File: src/rtl/lsu_pkg.sv
// rtl/lsu_pkg.sv - shared constants and access legality check for the load/store unit
package lsu_pkg;

    localparam logic [2:0] F3_B  = 3'b000;
    localparam logic [2:0] F3_H  = 3'b001;
    localparam logic [2:0] F3_W  = 3'b010;
    localparam logic [2:0] F3_BU = 3'b100;
    localparam logic [2:0] F3_HU = 3'b101;

    localparam logic [1:0] IDLE      = 2'd0;
    localparam logic [1:0] LOAD_WAIT = 2'd1;
    localparam logic [1:0] RMW_READ  = 2'd2;

    // Stores have no unsigned variants, so any store funct3 with bit 2 set is illegal.
    function automatic logic access_err(input logic we, input logic [2:0] funct3,
                                        input logic [1:0] addr_lo);
        logic illegal;
        logic misaligned;
        illegal    = (funct3 == 3'b011) || (funct3 == 3'b110) || (funct3 == 3'b111) ||
                     (we && funct3[2]);
        misaligned = ((funct3[1:0] == 2'b01) && addr_lo[0]) ||
                     ((funct3[1:0] == 2'b10) && (addr_lo != 2'b00));
        return illegal || misaligned;
    endfunction

endpackage

File: src/rtl/lsu_align.sv
// rtl/lsu_align.sv - byte-lane extraction for loads and lane merge for sub-word stores
module lsu_align
    import lsu_pkg::*;
(
    input  logic [31:0] dm_q,
    input  logic [15:0] wdata,
    input  logic [1:0]  off,
    input  logic [2:0]  funct3,
    output logic [31:0] rdata,
    output logic [31:0] data
);

    logic [7:0]  byte_v;
    logic [15:0] half_v;

    always_comb begin
        byte_v = dm_q[{off, 3'b000} +: 8];
        half_v = dm_q[{off[1], 4'b0000} +: 16];
        case (funct3)
            F3_B:    rdata = {{24{byte_v[7]}}, byte_v};
            F3_BU:   rdata = {24'h0, byte_v};
            F3_H:    rdata = {{16{half_v[15]}}, half_v};
            F3_HU:   rdata = {16'h0, half_v};
            default: rdata = dm_q;
        endcase
    end

    // Only SB/SH reach the merge path; SW writes straight through without a read.
    always_comb begin
        data = dm_q;
        if (funct3 == F3_H)
            data[{off[1], 4'b0000} +: 16] = wdata;
        else
            data[{off, 3'b000} +: 8] = wdata[7:0];
    end

endmodule

File: src/rtl/lsu_dm_ctrl.sv
// rtl/lsu_dm_ctrl.sv - load/store unit: word-granular memory access with sub-word read-modify-write
module lsu_dm_ctrl
    import lsu_pkg::*;
#(
    parameter int MEMORY_BITS = 12,
    parameter int ADDR_W      = 32
) (
    input  logic              clock,
    input  logic              reset,
    input  logic              req_valid,
    input  logic              req_we,
    input  logic [2:0]        req_funct3,
    input  logic [ADDR_W-1:0] req_addr,
    input  logic [31:0]       req_wdata,
    output logic              busy,
    output logic              rsp_valid,
    output logic [31:0]       rsp_rdata,
    output logic              err,
    output logic [ADDR_W-1:0] dm_address,
    output logic [31:0]       dm_data,
    output logic              dm_rden,
    output logic              dm_wren,
    input  logic [31:0]       dm_q
);

    logic [1:0]             state_q;
    logic [1:0]             state_d;
    logic [MEMORY_BITS-1:0] addr_q;
    logic [1:0]             off_q;
    logic [2:0]             f3_q;
    logic [15:0]            wdata_q;
    logic                   req_bad;
    logic                   accept;
    logic [31:0]            align_rdata;
    logic [31:0]            align_data;
    logic                   unused_addr_hi;

    assign unused_addr_hi = ^req_addr[ADDR_W-1:MEMORY_BITS+2];

    assign req_bad = access_err(req_we, req_funct3, req_addr[1:0]);
    assign accept  = (state_q == IDLE) && req_valid && !req_bad;

    lsu_align u_align (
        .dm_q   (dm_q),
        .wdata  (wdata_q),
        .off    (off_q),
        .funct3 (f3_q),
        .rdata  (align_rdata),
        .data   (align_data)
    );

    always_comb begin
        state_d   = state_q;
        busy      = 1'b0;
        rsp_valid = 1'b0;
        err       = 1'b0;
        dm_rden   = 1'b0;
        dm_wren   = 1'b0;
        case (state_q)
            IDLE: begin
                if (req_valid) begin
                    if (req_bad) begin
                        err = 1'b1;
                    end else if (!req_we) begin
                        dm_rden = 1'b1;
                        busy    = 1'b1;
                        state_d = LOAD_WAIT;
                    end else if (req_funct3 == F3_W) begin
                        dm_wren = 1'b1;
                    end else begin
                        dm_rden = 1'b1;
                        busy    = 1'b1;
                        state_d = RMW_READ;
                    end
                end
            end
            LOAD_WAIT: begin
                rsp_valid = 1'b1;
                state_d   = IDLE;
            end
            RMW_READ: begin
                dm_wren = 1'b1;
                state_d = IDLE;
            end
            default: state_d = IDLE;
        endcase
        // Outputs are held quiet while reset is low so an abandoned RMW never writes.
        if (!reset) begin
            busy      = 1'b0;
            rsp_valid = 1'b0;
            err       = 1'b0;
            dm_rden   = 1'b0;
            dm_wren   = 1'b0;
        end
    end

    assign rsp_rdata  = rsp_valid ? align_rdata : 32'h0;
    assign dm_data    = (state_q == RMW_READ) ? align_data : req_wdata;
    assign dm_address = (state_q == IDLE)
                      ? {{(ADDR_W-MEMORY_BITS){1'b0}}, req_addr[MEMORY_BITS+1:2]}
                      : {{(ADDR_W-MEMORY_BITS){1'b0}}, addr_q};

    always_ff @(posedge clock or negedge reset) begin
        if (!reset) begin
            state_q <= IDLE;
            addr_q  <= '0;
            off_q   <= 2'b00;
            f3_q    <= 3'b000;
            wdata_q <= 16'h0;
        end else begin
            state_q <= state_d;
            if (accept) begin
                addr_q  <= req_addr[MEMORY_BITS+1:2];
                off_q   <= req_addr[1:0];
                f3_q    <= req_funct3;
                wdata_q <= req_wdata[15:0];
            end
        end
    end

endmodule
File: config.mk
export PLATFORM = sky130hd
export DESIGN_NAME = lsu_dm_ctrl
export DESIGN_NICKNAME = d
export VERILOG_FILES = /design/src/rtl/lsu_pkg.sv /design/src/rtl/lsu_align.sv /design/src/rtl/lsu_dm_ctrl.sv
export SDC_FILE = /design/constraint.sdc
export NUM_CORES = 1
export LEC_CHECK = 0
export CORE_UTILIZATION = 65
export DETAILED_ROUTE_END_ITERATION = 8
export DONT_BUFFER_PORTS = 1
export HOLD_SLACK_MARGIN = 0.06
export PLACE_DENSITY = 0.89
export SLEW_MARGIN = 5
export SYNTH_ARGS = -nofsm -noshare
export SYNTH_HDL_FRONTEND = slang
export SYNTH_HIERARCHICAL = 1
export SYNTH_SLANG_ARGS = --single-unit
File: constraint.sdc
create_clock -name clock -period 2.75 [get_ports clock]
set_input_delay 0.4125 -clock clock [delete_from_list [all_inputs] [get_ports clock]]
set_output_delay 0.4125 -clock clock [all_outputs]
set_load 0.02 [all_outputs]
== Word level (Yosys, flattened, before mapping) ==
Cells that the tools add are included.

* Register bits: 35
* Output and inout port bits: 101
* Word-level logic and storage cells: 72

* Add/sub/neg operators: 2
* Eq/ne operators: 14
* Shift operators: 6
* Multiplexer cells: 30
* Reduce and logical (&&, ||, !) cells: 15

{| class="wikitable"
|+ Operator list
! cell !! number
|-
| case mux 32 bit (4 select lines) || 1
|-
| two-way mux 32 bit || 3
|-
| bitwise mux 32 bit || 2
|-
| variable shift 16 x 7 -> 32 bit (first input constant) || 1
|-
| variable shift 8 x 7 -> 32 bit (first input constant) || 1
|-
| variable part select 16 x 7 -> 32 bit || 1
|-
| variable part select 32 x 6 -> 16 bit || 1
|-
| variable part select 32 x 6 -> 8 bit || 1
|-
| variable part select 8 x 7 -> 32 bit || 1
|-
| two-way mux 1 bit || 17
|-
| negation 5 -> 7 bit || 2
|-
| equality test 3 bit (second input constant) || 4
|-
| two-way mux 12 bit || 1
|-
| two-way mux 2 bit || 5
|-
| equality test 3 x 2 -> 1 bit (second input constant) || 2
|-
| logical AND 1 bit || 5
|-
| logical OR 1 bit || 5
|-
| equality test 2 x 1 -> 1 bit (second input constant) || 2
|-
| equality test 2 bit (second input constant) || 2
|-
| != test 2 bit (second input constant) || 2
|-
| equality test 3 x 1 -> 1 bit (second input constant) || 1
|-
| zero test 3 bit || 1
|-
| != test 3 bit (second input constant) || 1
|-
| AND reduction 3 bit || 1
|-
| 4 further kinds || 4
|}

== Longest topological paths before layout ==
* Depth in word-level cells: 9
* Mapped depth: 8

== Cells and area by module ==
The synthesis kept the hierarchy.

{| class="wikitable"
|+ Modules (own cells, without submodules)
! module !! instances !! cells an instance !! area an instance (um^2) !! sequential area each (um^2)
|-
| lsu_dm_ctrl || 1 || 196 || 2,427.3 || 875.8
|-
| lsu_align || 1 || 221 || 1,388.8 || 0.0
|}

== Worst setup path before layout ==
OpenSTA, ideal clock, no wires.

* Path type: register -> output
* From: register off_q[0]
* To: output dm_data[30]
* Arrival time: 1,971 ps
* Required time: 2,338 ps
* Path slack: 366 ps
* Stages on the path, launching flop included: 8
* Cells stage by stage: dfrtp_1 > inv_2 > ha_1 > nor2_1 > nor4b_2 > a221oi_1 > a21oi_1 > mux2_2

* Cells in the longest elaborated chain, start to end: 5
* Elaborated cells on any way between the ends: 6
* Classes of those cells: 1 x add/sub; 2 x shift; 3 x mux

{| class="wikitable"
|+ RTL lines
! element !! line !! RTL
|-
| start: declaration || lsu_dm_ctrl.sv:29 || <nowiki>logic [1:0] off_q;</nowiki>
|-
| start signal: assignment || lsu_dm_ctrl.sv:114 || <nowiki>off_q <= req_addr[1:0];</nowiki>
|-
| negation 5 -> 7 bit * || lsu_align.sv:34 || <nowiki>data[{off, 3'b000} +: 8] = wdata[7:0];</nowiki>
|-
| variable part select 8 x 7 -> 32 bit or variable shift 8 x 7 -> 32 bit (tied branches) || lsu_align.sv:34 ||
|-
| bitwise mux 32 bit * || lsu_align.sv:34 ||
|-
| two-way mux 32 bit * || lsu_align.sv:31 || <nowiki>if (funct3 == F3_H)</nowiki>
|-
| named net align_data[30] || lsu_dm_ctrl.sv:35 || <nowiki>logic [31:0] align_data;</nowiki>
|-
| two-way mux 32 bit * || lsu_dm_ctrl.sv:98 || <nowiki>assign dm_data = (state_q == RMW_READ) ? align_data : req_wdata;</nowiki>
|-
| end: declaration || lsu_dm_ctrl.sv:20 || <nowiki>output logic [31:0] dm_data,</nowiki>
|}

The timed path passes the listed nets; every way through them passes the cells marked *.

== Worst setup path after layout ==
* From: register off_q[0]
* To: output dm_data[25]

Same word-level chain as after synthesis.

==> metrics.cfg <==
[critical_path]
arrival_ps = 2260
path_class = reg2out
end_kind = output pin
path_max_fanout = 10
cp-start-kind = register
cp.required_ps = 2340

[synthesis]
seq_area_frac_synth_pct = 22.95
syn_area_sq_um = 3816
synthMuxAreaShare_pct = 32.82
synth_cells = 417
ys_ff_latch = 35
yosysWarnings = 6
ys_types = 48
synth_top_family_by_area = multiplexers
synth-async-reset-ratio_pct = 100.0
synth-main-ff-cell = dfrtp_1
synth_area_per_cell_sq_um = 9.151
synth_xor_xnor_area_share_pct = 0
synth_compound_gate_area_share_pct = 16.79
synthSimpleGateAreaFrac_pct = 17.41
synth-edff-count = 0
synth_fa_ha_area_share_pct = 1.639

[sta]
tightest_slew_ps = 798.1
finClkSkew_ps = 3.272
rsz0062_at_grt = false
post-route-period-util_pct = 97.19
final.min_clock_period_ps = 2673
finalSetupTns_ps = 0
setup_viol_count_final = 0
relSlewSlack_pct = 46.54
hold_viol = 0
finalMaxSlewViolations = 0
clock.fmax_ghz = 0.3742

[placed_design]
io_buffers = 0
gp_congestion = 0.9492
dp_hpwl_um = 7747
place_inst = 480

[routing]
avgRoutedWirePerCell_um = 20.41
first_pass_iters = 5
drt_iter0_markers = 214
vias = 3245
antenna_left = 0
vias_per_cell = 6.596
drc = 0
wirelength_um = 10040

[power_and_ir_drop]
pwr_density_cell_nw_per_um2 = 630.6
vdd_ir_drop_max_mv = 0.4717
leakagePower_nw = 1.852
power_mw = 2.535

[layout]
drive_above_1_share_pct = 30.00
n_antenna_cell = 0
fill_cells = 432
instances_no_fill = 492
layout_common_cells = nand2_1 (58), mux2_2 (48), dfrtp_1 (35), and2_1 (32), a21oi_1 (31)
syn_to_final_growth_pct = 5.344
final_common_cell = nand2_1
fin_nets = 527

[floorplanning]
die_area_sq_um = 6181
ios = 204
die_h_um = 78.62
die_x_um = 78.62
num_rows = 27
core-area_sq_um = 5574
initial_core_util_pct = 68.46

[clock_network]
cts-root-buf = clkbuf_8
clockBufferDepth = 2
clock_latency_ps = 280
clock-sinks = 35
cts_tree = done
cts_inserted_buffers = 5
clkSlewWorstSetupHoldPaths_ps = 70
htree_levels = 2

[run_status]
status = finished clean

[global_route]
grt_usage_pct = 31.98
antenna_found_initial = 0
grt_max_degree = 44
grt_pass1_vias = 3099
overflow = 0
grt_pass1_wl_um = 15420

[worst_hold_path]
hp-class = in2reg

[flow_run]
max_cap_violations = 0

metrics by stage:
step | cell area [sq um] | hold slack [ps] | utilization, % | worst slack [ps]
after floorplan | 3887 | 116.9 | - | 366.4
after global routing | 4020 | 181.0 | 72.12 | 9.540
after global placement | 3836 | 117.6 | 68.82 | 364.8
after detailed placement | 3836 | 117.7 | 68.82 | 281.5
after CTS | 3975 | 180.6 | 71.31 | 5.652
final | 4020 | 192.6 | 72.12 | 77.36
flip-flops by register name, summed over array words and instances, names as in the netlist:
| register | cells |
|---|---|
| wdata_q | 16 |
| addr_q | 12 |
| f3_q | 3 |
| off_q | 2 |
| state_q | 2 |
worst max-delay path, cell delays in order (launching register included):
cell	delay, ps
dfrtp_1	410
inv_4	140
ha_2	330
nor4b_4	340
buf_4	210
a221oi_1	90
a21oi_1	210
mux2_2	260
logic make-up (layout without fill, tap and decap cells):
logic type,after synthesis,count (layout)
AO/OA/AOI/OAI,91,91
adder cells (fa/ha/maj),5,5
buffers and inverters,53,37
flip-flops,35,35
multiplexers,103,103
other,1,20
AND/OR/NAND/NOR,129,129
report_power, final:
| part | total (mW) | leakage (nW) | internal, mW | switching, mW |
|---|---|---|---|---|
| combinational | 1.36 | 1.38 | 0.626 | 0.736 |
| clock | 0.406 | 0.0515 | 0.228 | 0.177 |
| sequential | 0.768 | 0.417 | 0.634 | 0.134 |
per-layer routing:
layer,global-route usage (%),wire [um],vias up
li1,-,-,1475
met1,40.61,4038,1535
met2,53.22,4819,210
met3,6.395,937,25
met4,12.04,244,0
met5,0,0,-
cell usage after synthesis, types with 10 or more instances:
cell type	number	area share, %
nand2_1	58	5.7
mux2_2	48	14
dfrtp_1	35	23
and2_1	32	5.2
a21oi_1	31	4.1
mux2_4	29	11
buf_4	22	4.3
mux2i_1	22	5.8
a221oi_1	16	3.7
o21ai_0	16	2.1
a22o_1	15	3.4
nor2_1	13	1.3
clkbuf_1	11	1.1
buf_2	10	1.3
what timing repair did:
| item | in CTS | in global routing |
|---|---|---|
| gates resized for setup | 1 | 6 |
| buffers inserted | 0 | 2 |
| hold endpoints to repair | 35 | 0 |
| setup endpoints to repair | 2 | 21 |
| hold buffers | 2 | 0 |
layout make-up:
class	instances	area (sq um)	area share, %
multi-input cells	348	2725	67.79
flip-flops and latches	35	875.8	21.79
clock buffers	8	100.1	2.490
repair buffers	23	203.9	5.073
well taps	72	90.09	2.241
inverters	6	25.02	0.6225
worst paths after layout:
| kind | cells after the start | slack, ps | endpoint | start |
|---|---|---|---|---|
| min in group asynchronous | 2 | 580 | wdata_q[3] | reset |
| hold reg to reg | 1 | 510 | addr_q[7] | addr_q[7] |
| hold / removal | 1 | 190 | state_q[0] | req_we |
| max in group asynchronous | 2 | 1990 | wdata_q[8] | reset |
| setup reg to reg | 5 | 920 | wdata_q[2] | state_q[1] |
| setup / recovery | 7 | 80 | dm_data[25] | off_q[0] |
No activity file was read; power rests on OpenSTA's default activity.
